`config.mk`:
```
export PLATFORM = sky130hd
export DESIGN_NAME = gardner_timing_ctrl
export DESIGN_NICKNAME = d
export VERILOG_FILES = /design/src/rtl/gardner_timing_ctrl.sv
export SDC_FILE = /design/constraint.sdc
export NUM_CORES = 1
export LEC_CHECK = 0
export CAP_MARGIN = 20
export CELL_PAD_IN_SITES_DETAIL_PLACEMENT = 0
export CELL_PAD_IN_SITES_GLOBAL_PLACEMENT = 1
export CORE_ASPECT_RATIO = 0.9
export CORE_MARGIN = 2
export CORE_UTILIZATION = 35
export DETAILED_ROUTE_END_ITERATION = 12
export GPL_TIMING_DRIVEN = 0
export MAX_ROUTING_LAYER = met4
export PLACE_DENSITY = 0.77
export SETUP_SLACK_MARGIN = 0.5
export SYNTH_ARGS = -nofsm -noshare
export SYNTH_HDL_FRONTEND = slang
export SYNTH_SLANG_ARGS = --single-unit
```
`constraint.sdc`:
```
create_clock -name clk -period 3.2 [get_ports clk]
set_input_delay 0.48 -clock clk [delete_from_list [all_inputs] [get_ports clk]]
set_output_delay 0.48 -clock clk [all_outputs]
set_load 0.05 [all_outputs]
```
`src/rtl/gardner_timing_ctrl.sv`:
```
// Gardner timing-recovery sequencer: modulo-1 NCO strobe scheduler with fractional
// interval output, plus an IDLE/ACQ/TRACK/HOLD mode FSM that selects loop gain and reports lock.
`timescale 1ns/1ps
module gardner_timing_ctrl #(
  parameter int               NCO_W    = 16,
  parameter int               ERR_W    = 16,
  parameter logic [NCO_W-1:0] NOM_STEP = 16'h8000,
  parameter int               MU_SHIFT = 1,
  parameter logic [ERR_W-1:0] LOCK_THR = 16'd2048,
  parameter int               LOCK_N   = 8,
  parameter int               MISS_N   = 4
) (
  input  logic             clk,
  input  logic             reset,
  input  logic             en,
  input  logic             in_valid,
  input  logic [ERR_W-1:0] loop_adj,
  input  logic [ERR_W-1:0] ted_err,
  input  logic             err_valid,
  input  logic             freeze,
  output logic             strobe,
  output logic             sym_strobe,
  output logic [NCO_W-1:0] mu,
  output logic             gain_sel,
  output logic             locked,
  output logic [1:0]       state
);

  localparam logic [1:0] S_IDLE  = 2'b00;
  localparam logic [1:0] S_ACQ   = 2'b01;
  localparam logic [1:0] S_TRACK = 2'b10;
  localparam logic [1:0] S_HOLD  = 2'b11;

  localparam int SW  = ((NCO_W > ERR_W) ? NCO_W : ERR_W) + 2;
  localparam int LCW = $clog2(LOCK_N + 1);
  localparam int MCW = $clog2(MISS_N + 1);
  localparam int MW  = NCO_W + MU_SHIFT;

  logic [NCO_W-1:0] eta_reg;
  logic             phase_reg;
  logic [LCW-1:0]   lock_cnt_reg, lock_cnt_next, lock_inc;
  logic [MCW-1:0]   miss_cnt_reg, miss_cnt_next, miss_inc;
  logic [1:0]       state_reg, state_next;
  logic             saved_track_reg, saved_track_next;

  logic [SW-1:0]    step_sum;
  logic [NCO_W-1:0] step_adj, step;
  logic             nco_run, underflow;
  logic [MW-1:0]    mu_wide;
  logic [NCO_W-1:0] mu_sat;
  logic [ERR_W-1:0] err_mag;
  logic             good_sym;

  assign state = state_reg;

  // Step is NOM_STEP plus the signed loop correction, clamped so the NCO always advances.
  always_comb begin
    step_sum = SW'(NOM_STEP) + {{(SW-ERR_W){loop_adj[ERR_W-1]}}, loop_adj};
    if (step_sum[SW-1] || step_sum == '0)
      step_adj = NCO_W'(1);
    else if ((step_sum >> NCO_W) != '0)
      step_adj = '1;
    else
      step_adj = step_sum[NCO_W-1:0];
  end

  assign step      = (state_reg == S_HOLD || freeze) ? NOM_STEP : step_adj;
  assign nco_run   = in_valid && (state_reg != S_IDLE);
  assign underflow = nco_run && (eta_reg < step);
  assign mu_wide   = MW'(eta_reg) << MU_SHIFT;
  assign mu_sat    = ((mu_wide >> NCO_W) != '0) ? '1 : mu_wide[NCO_W-1:0];

  // The most negative error has no positive twin, so it folds onto the largest magnitude.
  always_comb begin
    if (!ted_err[ERR_W-1])
      err_mag = ted_err;
    else if (ted_err == {1'b1, {(ERR_W-1){1'b0}}})
      err_mag = {1'b0, {(ERR_W-1){1'b1}}};
    else
      err_mag = -ted_err;
  end

  assign good_sym = (err_mag < LOCK_THR);
  assign lock_inc = (lock_cnt_reg == LCW'(LOCK_N)) ? lock_cnt_reg : lock_cnt_reg + 1'b1;
  assign miss_inc = (miss_cnt_reg == MCW'(MISS_N)) ? miss_cnt_reg : miss_cnt_reg + 1'b1;

  always_comb begin
    state_next       = state_reg;
    saved_track_next = saved_track_reg;
    lock_cnt_next    = lock_cnt_reg;
    miss_cnt_next    = miss_cnt_reg;
    if (!en) begin
      state_next       = S_IDLE;
      saved_track_next = 1'b0;
      lock_cnt_next    = '0;
      miss_cnt_next    = '0;
    end else begin
      case (state_reg)
        S_IDLE: state_next = S_ACQ;
        S_ACQ, S_TRACK: begin
          if (freeze) begin
            state_next       = S_HOLD;
            saved_track_next = (state_reg == S_TRACK);
          end else if (err_valid) begin
            if (good_sym) begin
              lock_cnt_next = lock_inc;
              miss_cnt_next = '0;
            end else begin
              lock_cnt_next = '0;
              miss_cnt_next = miss_inc;
            end
            if (state_reg == S_ACQ && good_sym && lock_inc == LCW'(LOCK_N)) begin
              state_next    = S_TRACK;
              lock_cnt_next = '0;
              miss_cnt_next = '0;
            end else if (state_reg == S_TRACK && !good_sym && miss_inc == MCW'(MISS_N)) begin
              state_next    = S_ACQ;
              lock_cnt_next = '0;
              miss_cnt_next = '0;
            end
          end
        end
        default: if (!freeze) state_next = saved_track_reg ? S_TRACK : S_ACQ;
      endcase
    end
  end

  always_ff @(posedge clk) begin
    if (!reset) begin
      eta_reg         <= '1;
      phase_reg       <= 1'b0;
      lock_cnt_reg    <= '0;
      miss_cnt_reg    <= '0;
      state_reg       <= S_IDLE;
      saved_track_reg <= 1'b0;
      strobe          <= 1'b0;
      sym_strobe      <= 1'b0;
      mu              <= '0;
      gain_sel        <= 1'b0;
      locked          <= 1'b0;
    end else begin
      state_reg       <= state_next;
      saved_track_reg <= saved_track_next;
      lock_cnt_reg    <= lock_cnt_next;
      miss_cnt_reg    <= miss_cnt_next;
      gain_sel        <= (state_next == S_TRACK) || (state_next == S_HOLD && saved_track_next);
      locked          <= (state_next == S_TRACK) || (state_next == S_HOLD && saved_track_next);
      // Disabling drops any strobe that the current sample would have produced.
      if (!en) begin
        eta_reg    <= '1;
        phase_reg  <= 1'b0;
        strobe     <= 1'b0;
        sym_strobe <= 1'b0;
      end else begin
        strobe     <= underflow;
        sym_strobe <= underflow && phase_reg;
        if (nco_run) eta_reg <= eta_reg - step;
        if (underflow) begin
          mu        <= mu_sat;
          phase_reg <= ~phase_reg;
        end
      end
    end
  end

endmodule

```
==> out/results.md, run 1 <==
| Metric | Value | Unit |
|---|---|---|
| Final count of negative-setup-slack endpoints | 0 | - |
| Drt via density | 5.10 | - |
| R2R Path End | mu[1] | - |
| Proportion of netlist area held by the largest area contributor | 0.302 | - |
| Estimated wirelength of the detail-placed design | 6.52 | mm |
| Initial standard-cell utilization of the core | 0.358 | - |
| Wire length of the first global-routing pass | 14.2 | mm |
| Antenna violations before repair | 0 | - |
| Critical Path Source | loop_adj[10] | - |
| Class of the most critical setup path | in2reg | - |
| Worst EP arrival | 3.09 | ns |
| Share of total power in the clock network | 0.308 | - |
| Worst reg2reg path depth | 12 | - |
| Post-synthesis cell type count | 53 | - |
| Max-cap violations | 0 | - |
| DRC marker count from the first detailed-route iteration | 134 | - |
| Status | complete, no violations | - |
| Clock tree from TritonCTS | yes | - |
| Die area | 0.00948 | mm2 |
| Synthesized flop and latch total | 46 | - |
| Placeable Area | 0.00853 | mm2 |
| Antenna viol nets, final | 0 | - |
| Least setup slack across all paths after layout | 0.346 | ns |
| Number of rows created at floorplan | 32 | - |
| Hold-fix buffer count after cts | 0 | - |
| Net count reported at finish | 521 | - |
| Register-to-register setup slack | 0.36 | ns |
| Vias in the first global route | 2,827 | - |
| Required time reported for the critical path endpoint | 3.43 | ns |
| Synthesized instance count | 377 | - |
| Topmost layer with routed signal wires | met4 | - |
| Pre-Repair DR Iteration Count | 4 | - |
| WL met3 | 195 | um |
| Layout overhead on the synthesized area | 40.3 | % |
| Worst Hold Class | reg2reg | - |
| Count of endpoints failing hold in the final timing report | 0 | - |
| Top post-synthesis cells by area | sky130_fd_sc_hd__dfxtp_1, sky130_fd_sc_hd__ha_1, sky130_fd_sc_hd__nand2_1 | - |
| Largest area contributor in the synthesized netlist | sky130_fd_sc_hd__dfxtp_1 | - |
| Asr flop ratio synth | 0 | - |
| Part of the power in combinational logic | 0.249 | - |
| Antenna diode instance count | 0 | - |
| Netlist Area Pre-Place | 0.00305 | mm2 |
| Max VDD drop | 0.000185 | V |
| Pin count of the biggest net entering global routing | 14 | - |
| Clock transition time at the flip-flop clock pins of the worst setup and hold paths | 0.09 | ns |
| Average cell area after synthesis | 8.09 | um2 |
| Clock buffer count from CTS | 5 | - |
| Number of max-slew violations in the final report | 0 | - |
| Routed len/inst | 14.7 | um |
| Critical path capture point type | register | - |
| CP startpoint kind | input port | - |
| Slew HR | 0.627 | - |
| Number of nets produced by synthesis | 440 | - |
| Total congestion overflow | 0 | - |
| Final critical-path required period | 2.85 | ns |
| IO Pins | 60 | - |
| Proportion of power drawn by flip-flops and latches | 0.443 | - |
| Most used standard cell by instance count after synthesis | sky130_fd_sc_hd__nand2_1 | - |
| Final worst clock skew | 0.00766 | ns |
| Post-route met1 wirelength | 4.47 | mm |
| Length of routed met2 wiring | 3.77 | mm |
| Width of the die | 102 | um |
| Worst-case setup slack after placement | -0.700 | ns |
| Share of layout cells above drive strength 1 | 0.214 | - |
| Number of synthesis warnings | 0 | - |
| Count of port buffers added during placement | 57 | - |
| RSZ-0062 raised after global routing | yes | - |
| Transition time of the tightest slew-check pin | 0.559 | ns |
| Clock Sinks | 46 | - |
| Placer congestion estimate | 0.843 | - |
| DRC violations left | 0 | - |
| Count of H-tree levels built during CTS | 2 | - |
| Overall routed net length | 8.50 | mm |
| Worst-case clock buffer depth | 2 | - |
| Internal power | 0.000956 | W |
| Largest fanout on the critical path | 5 | - |
| Fmax | 350 | MHz |
| Final critical-path share of the clock period | 0.892 | - |
| Power per unit of standard cell area | 313 | mW/mm2 |
| Leading post-synthesis cells by instance count | sky130_fd_sc_hd__nand2_1, sky130_fd_sc_hd__dfxtp_1, sky130_fd_sc_hd__o21ai_0 | - |
| Origin of the critical flop-to-flop path | state[1] | - |
| Routed via count | 2,944 | - |
| Net switching power | 0.000386 | W |
| Static leakage | 1.61 | nW |
| Sw Ratio | 0.288 | - |
| Root Buffer Master | sky130_fd_sc_hd__clkbuf_8 | - |
| Worst-skew pair later-pin latency | 0.30 | ns |
| Chip height | 92.6 | um |
| EDFF count, synth | 0 | - |
| Overall global routing resource usage | 0.194 | - |
| Capturing instance or port of the critical path | phase_reg | - |
| Sequential element share of the synthesized area | 0.302 | - |
| Top flip-flop cell by instance count after synthesis | sky130_fd_sc_hd__dfxtp_1 | - |
| Post-layout util | 0.502 | - |
==> worst max-delay path, cell delays in order <==
cell and delay (ns):
sky130_fd_sc_hd__buf_2 0.13, sky130_fd_sc_hd__nor4_4 0.25, sky130_fd_sc_hd__nand4_1 0.17, sky130_fd_sc_hd__and2_4 0.19, sky130_fd_sc_hd__clkbuf_16 0.16, sky130_fd_sc_hd__nand2_4 0.07
sky130_fd_sc_hd__inv_2 0.04, sky130_fd_sc_hd__fa_2 0.36, sky130_fd_sc_hd__nor2b_4 0.12, sky130_fd_sc_hd__o21ai_2 0.06, sky130_fd_sc_hd__a21oi_2 0.21, sky130_fd_sc_hd__o31ai_4 0.12
sky130_fd_sc_hd__buf_4 0.15, sky130_fd_sc_hd__buf_6 0.11, sky130_fd_sc_hd__o21ai_4 0.13, sky130_fd_sc_hd__o21ba_4 0.17, sky130_fd_sc_hd__mux2i_1 0.16
==> through the flow <==
stage / instances / hold slack, ns / instance area (um2) / TNS [ns] / power, W
after floorplan: 377 / 0.441 / 3160 / 0 / 0.000788
after global placement: 553 / 0.444 / 3880 / -14.04 / 0.000891
after detailed placement: 553 / 0.447 / 3880 / -13.45 / 0.000894
after CTS: 573 / 0.461 / 4220 / 0 / 0.00133
after global routing: 577 / 0.480 / 4280 / 0 / 0.00140
final: 577 / 0.460 / 4280 / 0 / 0.00134
==> power by group through the flow <==
stage | Sequential (W) | Clock (W) | Combinational, W
6_report | 0.000594 | 0.000413 | 0.000334
5_1_grt | 0.000596 | 0.000441 | 0.000365
4_1_cts | 0.000594 | 0.000419 | 0.000321
3_5_place_dp | 0.000607 | 0 | 0.000287
3_3_place_gp | 0.000607 | 0 | 0.000284
2_1_floorplan | 0.000622 | 0 | 0.000166
==> kinds of logic after synthesis <==
family                     after synthesis  synth area share
and+or+nand+nor                        144             0.234
adders and majority gates               25             0.105
xor gates and xnor gates                 9            0.0258
DFF                                     46             0.302
buffers and inverters                   31            0.0422
AOI/OAI and AO/OA                      101             0.222
muxes                                   21            0.0689
==> final cells by class <==
| class | instances | area (um2) |
|---|---|---|
| Buffer | 16 | 97.6 |
| Clock buffer | 7 | 108 |
| Fill cell | 845 | 4250 |
| Inverter | 15 | 56.3 |
| Multi-Input combinational cell | 300 | 2260 |
| Sequential cell | 46 | 928 |
| Tap cell | 119 | 149 |
| Timing Repair Buffer | 74 | 683 |
==> placed cells by master (no fill, tap or decap), types with 6 or more instances in the layout <==
| cell type | count |
|---|---|
| sky130_fd_sc_hd__nand3_1 | 7 |
| sky130_fd_sc_hd__clkbuf_8 | 6 |
| sky130_fd_sc_hd__dfxtp_1 | 44 |
| sky130_fd_sc_hd__a21oi_1 | 19 |
| sky130_fd_sc_hd__nor2_1 | 18 |
| sky130_fd_sc_hd__nand2_1 | 53 |
| sky130_fd_sc_hd__clkdlybuf4s50_1 | 41 |
| sky130_fd_sc_hd__nor2b_1 | 6 |
| sky130_fd_sc_hd__nand4_1 | 6 |
| sky130_fd_sc_hd__buf_4 | 14 |
| sky130_fd_sc_hd__inv_1 | 14 |
| sky130_fd_sc_hd__ha_1 | 17 |
| sky130_fd_sc_hd__o21ai_1 | 7 |
| sky130_fd_sc_hd__buf_6 | 6 |
| sky130_fd_sc_hd__buf_2 | 11 |
| sky130_fd_sc_hd__o21ai_0 | 25 |
| sky130_fd_sc_hd__clkbuf_1 | 11 |
| sky130_fd_sc_hd__mux2i_1 | 21 |
| sky130_fd_sc_hd__nor3_1 | 6 |
| sky130_fd_sc_hd__and2_1 | 6 |
| sky130_fd_sc_hd__o211ai_1 | 9 |
==> worst min path at each step <==
stage                     startpoint   endpoint  slack, ns  depth (start not counted)
final                         mu[13]     mu[13]       0.46                          2
after floorplan            phase_reg  phase_reg       0.44                          2
after global routing          mu[13]     mu[13]       0.48                          2
after detailed placement      mu[12]     mu[12]       0.45                          2
after global placement         mu[7]      mu[7]       0.44                          2
after CTS                     mu[12]     mu[12]       0.46                          2
==> repair_timing <==
| item | in CTS | in global routing |
|---|---|---|
| pin swaps | 29 | 22 |
| endpoints found under the setup margin | 31 | 28 |
| gates cloned | 2 | 0 |
| endpoints found under the hold margin | 0 | 0 |
| setup buffers | 11 | 4 |
| gates resized for setup | 98 | 17 |
==> metal layers <==
metal | vias to the layer above | GRT usage
met3 | 5 | 0.0196
met4 | 0 | 0.0444
li1 | 1510 | -
met5 | - | -
met1 | 1386 | 0.276
met2 | 43 | 0.297
No activity file was read; power rests on OpenSTA's default activity.
==> run 2, diff against run 1 <==
--- a/config.mk
+++ b/config.mk
@@ -15,6 +15,7 @@
 export GPL_TIMING_DRIVEN = 0
 export MAX_ROUTING_LAYER = met4
 export PLACE_DENSITY = 0.77
+export REMOVE_ABC_BUFFERS = 1
 export SETUP_SLACK_MARGIN = 0.5
 export SYNTH_ARGS = -nofsm -noshare
 export SYNTH_HDL_FRONTEND = slang
==> run 2 against run 1 <==
Against the previous run: sequential power barely moved; register-to-register slack improved by 0.04 ns; routed wire length fell by 2.6%; via count rose by 0.99%; critical path depth fell by 4; global-route usage fell by 1.4 points; final area rose by 1.7%; first-iteration DRC count rose by 26%; largest power group unchanged.
==> out/results.md, run 2 (same netlist as run 1, synthesis figures left out) <==
| Metric | Value | Unit | vs previous |
|---|---|---|---|
| Hold Crit Depth | 2 | - | unchanged |
| Min Hold Slack | 0.458 | ns | -0.00211 ns |
| Commonest non-fill, non-tap cell in the layout | sky130_fd_sc_hd__nand2_1 | - |  |
| Overall routed net length | 8.28 | mm | -2.6% |
| Count of endpoints failing hold in the final timing report | 0 | - | unchanged |
| Chip height | 92.6 | um | unchanged |
| Worst reg2reg path depth | 13 | - | +1 |
| Slew HR | 0.478 | - | -0.149 |
| Count of H-tree levels built during CTS | 2 | - | unchanged |
| DRC marker count from the first detailed-route iteration | 169 | - | +26% |
| Final critical-path share of the clock period | 0.874 | - | -0.0184 |
| Status | complete, no violations | - |  |
| CP startpoint kind | register | - |  |
| Worst-case clock buffer depth | 2 | - | unchanged |
| Max-cap violations | 0 | - | unchanged |
| Placeable Area | 0.00853 | mm2 | unchanged |
| Clock transition time at the flip-flop clock pins of the worst setup and hold paths | 0.09 | ns | about the same |
| Antenna viol nets, final | 0 | - | unchanged |
| Net count reported at finish | 517 | - | -0.77% |
| Highest-count cells in the layout ignoring fill and taps | sky130_fd_sc_hd__nand2_1, sky130_fd_sc_hd__dfxtp_1, sky130_fd_sc_hd__clkdlybuf4s50_1, sky130_fd_sc_hd__o21ai_0, sky130_fd_sc_hd__mux2i_1 | - |  |
| Fmax | 358 | MHz | +2.1% |
| Largest fanout on the critical path | 8 | - | +3 |
| Overall global routing resource usage | 0.180 | - | -0.0136 |
| Critical path capture point type | register | - |  |
| Final critical-path required period | 2.80 | ns | -0.0590 ns |
| DRC violations left | 0 | - | unchanged |
| Worst-skew pair later-pin latency | 0.31 | ns | about the same |
| Placer congestion estimate | 0.907 | - | +7.6% |
| Clock Sinks | 46 | - | unchanged |
| Wire length of the first global-routing pass | 13.2 | mm | -6.7% |
| Estimated wirelength of the detail-placed design | 5.64 | mm | -14% |
| Initial standard-cell utilization of the core | 0.358 | - | unchanged |
| Antenna diode instance count | 0 | - | unchanged |
| Final worst clock skew | 0.0106 | ns | +0.00295 ns |
| Required time reported for the critical path endpoint | 3.36 | ns | -0.07 ns |
| Layout overhead on the synthesized area | 42.7 | % |  |
| Antenna violations before repair | 0 | - | unchanged |
| Count of port buffers added during placement | 59 | - | +3.5% |
| Share of layout cells above drive strength 1 | 0.237 | - | +0.0234 |
| Class of the most critical setup path | reg2reg | - |  |
| Width of the die | 102 | um | unchanged |
| Transition time of the tightest slew-check pin | 0.781 | ns | +0.222 ns |
| Vias in the first global route | 2,806 | - | -0.74% |
| Least setup slack across all paths after layout | 0.405 | ns | +0.0590 ns |
| Clock buffer count from CTS | 5 | - | unchanged |
| Max VDD drop | 0.000214 | V | +16% |
| Worst EP arrival | 2.95 | ns | -0.14 ns |
| Number of max-slew violations in the final report | 0 | - | unchanged |
| Pre-Repair DR Iteration Count | 4 | - | unchanged |
| Total negative setup slack | 0 | ns | unchanged |
| Hold-fix buffer count after cts | 0 | - | unchanged |
| Power per unit of standard cell area | 317 | mW/mm2 | +1.0% |
| Static leakage | 1.64 | nW | +2.1% |
| IO Pins | 60 | - | unchanged |
| Pin count of the biggest net entering global routing | 35 | - | +21 |
| RSZ-0062 raised after global routing | yes | - |  |
| Routed len/inst | 14.4 | um | -2.0% |
| Die area | 0.00948 | mm2 | unchanged |
| Drt via density | 5.18 | - | +1.5% |
| Total congestion overflow | 0 | - | unchanged |
| Root Buffer Master | sky130_fd_sc_hd__clkbuf_8 | - |  |
| Post-layout util | 0.510 | - | +0.00866 |
| Final count of negative-setup-slack endpoints | 0 | - | unchanged |
| Clock tree from TritonCTS | yes | - |  |
| Routed via count | 2,973 | - | +0.99% |
| Register-to-register setup slack | 0.40 | ns | +0.04 ns |
| Number of rows created at floorplan | 32 | - | unchanged |
| Worst-case setup slack after placement | -1.14 | ns | -0.440 ns |
| Worst Hold Class | reg2reg | - |  |
-- run 2: cell types whose count changed in the layout (fill, tap and decap cells not counted), sizes merged --
cell,previous run,this run
clkbuf,21,7
clkdlybuf4s15,1,5
buf,34,37
clkinv,0,2
bufinv,0,1
clkdlybuf4s50,41,42
-- run 2: power by group --
group | leakage [nW] | internal (W) | total (W) | switching (W)
combinational | 1.21 | 0.000160 | 0.000343 | 0.000183
clock | 0.0579 | 0.000230 | 0.000442 | 0.000212
sequential | 0.374 | 0.000582 | 0.000593 | 0.0000107
-- run 2: critical path, stage by stage (launching register included) --
cell and delay [ns]:
sky130_fd_sc_hd__dfxtp_4 0.37, sky130_fd_sc_hd__ha_4 0.17, sky130_fd_sc_hd__nor2_4 0.13, sky130_fd_sc_hd__and2_4 0.26, sky130_fd_sc_hd__buf_6 0.13, sky130_fd_sc_hd__nand2_4 0.05, sky130_fd_sc_hd__ha_4 0.27, sky130_fd_sc_hd__o21a_1 0.15
sky130_fd_sc_hd__o211ai_1 0.12, sky130_fd_sc_hd__a21oi_1 0.25, sky130_fd_sc_hd__nand4_1 0.18, sky130_fd_sc_hd__a31oi_2 0.25, sky130_fd_sc_hd__mux2i_1 0.23, sky130_fd_sc_hd__nand3_1 0.09
-- run 2: repair_timing --
action	4_1_cts	5_1_grt
gates resized for setup	105	31
endpoints found under the hold margin	0	0
setup buffers	13	13
pin swaps	29	26
endpoints found under the setup margin	33	28
-- run 2: area by class of cell --
cell class                 count  area (um2)
fill                         829        4180
multi-input combinational    300        2320
sequential                    46         928
timing repair buffer          86         791
tap                          119         149
clock buffer                   5        68.8
inverter                      15        56.3
clock inverter                 3        40.0
-- run 2: per-stage QoR --
step	total power, W	cells	area [um2]
final	0.00138	574	4350
after global routing	0.00144	574	4350
after CTS	0.00135	560	4110
after detailed placement	0.000876	539	3720
after global placement	0.000872	539	3720
after floorplan	0.000769	361	2980
-- run 2: path summary, 6_finish.rpt --
check | startpoint | endpoint
setup / recovery | state[1] | eta_reg[15]
hold / removal | mu[1] | mu[1]
hold reg to reg | mu[1] | mu[1]
setup reg to reg | state[1] | eta_reg[15]
-- run 2: per-layer routing --
metal	GRT usage	vias to the layer above	wire length (um)
li1	-	1508	-
met1	0.246	1400	4080
met2	0.279	56	3800
met3	0.0302	9	295
met4	0.0433	0	105
met5	-	-	0
==> run 3, diff against run 2 <==
--- a/config.mk
+++ b/config.mk
@@ -17,6 +17,7 @@
 export PLACE_DENSITY = 0.77
 export REMOVE_ABC_BUFFERS = 1
 export SETUP_SLACK_MARGIN = 0.5
+export SLEW_MARGIN = 10
 export SYNTH_ARGS = -nofsm -noshare
 export SYNTH_HDL_FRONTEND = slang
 export SYNTH_SLANG_ARGS = --single-unit
==> run 3 against run 2 <==
Against the previous run: register-to-register slack about the same; final cell count did not move; worst hold slack about the same; critical path type is now in2reg; critical endpoint is now mu[2]; largest cell class unchanged; largest power group unchanged; highest routed layer unchanged.
==> out/results.md, run 3 (same netlist as run 1, synthesis figures left out) <==
| Metric | Value | Unit | vs previous |
|---|---|---|---|
| Cell total after placement | 539 | - | unchanged |
| Root Buffer Master | sky130_fd_sc_hd__clkbuf_8 | - |  |
| DRC violations left | 0 | - | unchanged |
| Kind of cell adding the most delay to the critical path | simple AND/OR/NAND/NOR gates | - |  |
| Net count reported at finish | 517 | - | unchanged |
| Worst-case clock buffer depth | 2 | - | unchanged |
| Critical path capture point type | register | - |  |
| Count of H-tree levels built during CTS | 2 | - | unchanged |
| Placer congestion estimate | 0.907 | - | unchanged |
| Vias in the first global route | 2,806 | - | unchanged |
| CP startpoint kind | input port | - |  |
| Antenna violations before repair | 0 | - | unchanged |
| Post-route insts no fill | 574 | - | unchanged |
| Highest-count cells in the layout ignoring fill and taps | sky130_fd_sc_hd__nand2_1, sky130_fd_sc_hd__dfxtp_1, sky130_fd_sc_hd__clkdlybuf4s50_1, sky130_fd_sc_hd__o21ai_0, sky130_fd_sc_hd__mux2i_1 | - |  |
| Layout overhead on the synthesized area | 42.2 | % |  |
| Delay of the slowest cell on the worst path | 0.30 | ns | -0.07 ns |
| Worst-skew pair later-pin latency | 0.31 | ns | about the same |
| Count of port buffers added during placement | 59 | - | unchanged |
| Clock tree from TritonCTS | yes | - |  |
| Width of the die | 102 | um | unchanged |
| IO Pins | 60 | - | unchanged |
| Number of fill cells | 833 | - | +0.48% |
| Antenna viol nets, final | 0 | - | unchanged |
| Routed len/inst | 14.4 | um | -0.42% |
| Slew HR | 0.470 | - | -0.00853 |
| Commonest non-fill, non-tap cell in the layout | sky130_fd_sc_hd__nand2_1 | - |  |
| Pre-Repair DR Iteration Count | 4 | - | unchanged |
| DRC marker count from the first detailed-route iteration | 177 | - | +4.7% |
| Number of rows created at floorplan | 32 | - | unchanged |
| Overall routed net length | 8.25 | mm | -0.42% |
| Total congestion overflow | 0 | - | unchanged |
| Worst EP arrival | 3.02 | ns | +0.07 ns |
| Estimated wirelength of the detail-placed design | 5.64 | mm | unchanged |
| Crit path max-delay cell type | sky130_fd_sc_hd__nor4_4 | - |  |
| Initial standard-cell utilization of the core | 0.358 | - | unchanged |
| Count of endpoints failing hold in the final timing report | 0 | - | unchanged |
| Transition time of the tightest slew-check pin | 0.794 | ns | +0.0128 ns |
| Overall global routing resource usage | 0.180 | - | unchanged |
| RSZ-0062 raised after global routing | yes | - |  |
| Clock buffer count from CTS | 5 | - | unchanged |
| Fmax | 359 | MHz | +0.42% |
| Die area | 0.00948 | mm2 | unchanged |
| Class of the most critical setup path | in2reg | - |  |
| Critical path buffer and inverter count | 2 | - | +1 |
| Drt via density | 5.24 | - | +1.1% |
| Placeable Area | 0.00853 | mm2 | unchanged |
| Final critical-path required period | 2.78 | ns | -0.0118 ns |
| Clock Sinks | 46 | - | unchanged |
| Final count of negative-setup-slack endpoints | 0 | - | unchanged |
| Share of layout cells above drive strength 1 | 0.237 | - | unchanged |
| Routed via count | 3,005 | - | +1.1% |
| Max-cap violations | 0 | - | unchanged |
| Cell-by-cell listing of the critical path | buf_2 > nor4_4 > nand4_1 > and2_4 > nand2_4 > ha_4 > nor2b_2 > o21ai_2 > a21oi_4 > o31ai_4 > nor2_2 > o21ai_4 > buf_6 > mux2i_1 | - |  |
| Clock transition time at the flip-flop clock pins of the worst setup and hold paths | 0.09 | ns | about the same |
| Max VDD drop | 0.000214 | V | about the same |
| Antenna diode instance count | 0 | - | unchanged |
| Static leakage | 1.64 | nW | -0.38% |
| Worst Hold Class | reg2reg | - |  |
| Final worst clock skew | 0.00844 | ns | -0.00217 ns |
| Chip height | 92.6 | um | unchanged |
| Power per unit of standard cell area | 316 | mW/mm2 | -0.18% |
| Status | complete, no violations | - |  |
| Final critical-path share of the clock period | 0.870 | - | -0.00369 |
| Required time reported for the critical path endpoint | 3.43 | ns | +0.07 ns |
| Pin count of the biggest net entering global routing | 35 | - | unchanged |
| Largest fanout on the critical path | 8 | - | unchanged |
| Post-layout power | 0.00137 | W | -0.49% |
| Wire length of the first global-routing pass | 13.2 | mm | unchanged |
| Number of max-slew violations in the final report | 0 | - | unchanged |
[run 3: changes by cell type in the layout (fill, tap and decap cells not counted)]
cell / before / now
sky130_fd_sc_hd__buf_6: 7 / 8
sky130_fd_sc_hd__clkbuf_16: 1 / 0
[run 3: per-stage QoR]
stage                     utilization  setup slack [ns]  setup TNS (ns)  cell area [um2]  hold WS (ns)
after floorplan                     -           -0.0948           -1.52             2980         0.441
after CTS                       0.482             0.421               0             4110         0.461
after detailed placement        0.436             -1.14          -25.53             3720         0.447
final                           0.509             0.416               0             4340         0.457
after global routing            0.509             0.287               0             4340         0.489
after global placement          0.436             -1.03          -23.68             3720         0.441
[run 3: layer usage]
metal	track usage	up-vias	routed length (um)
li1	-	1504	-
met1	0.246	1427	4020
met2	0.279	66	3810
met3	0.0302	8	311
met4	0.0433	0	106
met5	-	-	0
[run 3: worst paths after layout]
path,startpoint,end,slack [ns],cells past startpoint
worst max register to register,state[1],eta_reg[15],0.42,13
worst min register to register,mu[1],mu[1],0.46,2
worst max-delay path,loop_adj[1],mu[2],0.42,14
worst min-delay path,mu[1],mu[1],0.46,2
[run 3: final cells by class]
cell class | instances | area [um2] | share of cell area
clock inverter | 3 | 40.0 | 0.00923
inverter | 15 | 56.3 | 0.0130
sequential | 46 | 928 | 0.214
timing repair buffer | 86 | 777 | 0.179
clock buffer | 5 | 68.8 | 0.0159
tap | 119 | 149 | 0.0343
multi-input combinational | 300 | 2320 | 0.535
[run 3: what timing repair did]
action | CTS | global route
hold buffers | 0 | 0
buffers inserted | 13 | 13
endpoints found under the hold margin | 0 | 0
endpoints found under the setup margin | 33 | 28
pin swaps | 29 | 26
gates resized for setup | 105 | 31
[run 3: worst reg2reg max path, cell delays in order, from the launching register on]
cell	delay [ns]
sky130_fd_sc_hd__dfxtp_4	0.37
sky130_fd_sc_hd__ha_4	0.18
sky130_fd_sc_hd__nor2_4	0.13
sky130_fd_sc_hd__and2_4	0.26
sky130_fd_sc_hd__buf_6	0.13
sky130_fd_sc_hd__nand2_4	0.05
sky130_fd_sc_hd__ha_4	0.27
sky130_fd_sc_hd__o21a_1	0.14
sky130_fd_sc_hd__o211ai_1	0.12
sky130_fd_sc_hd__a21oi_1	0.24
sky130_fd_sc_hd__nand4_1	0.18
sky130_fd_sc_hd__a31oi_2	0.24
sky130_fd_sc_hd__mux2i_1	0.23
sky130_fd_sc_hd__nand3_1	0.09
[run 3: power breakdown]
group          internal, W  switching, W
Sequential        0.000582     0.0000107
Combinational     0.000159      0.000183
Clock             0.000230      0.000207
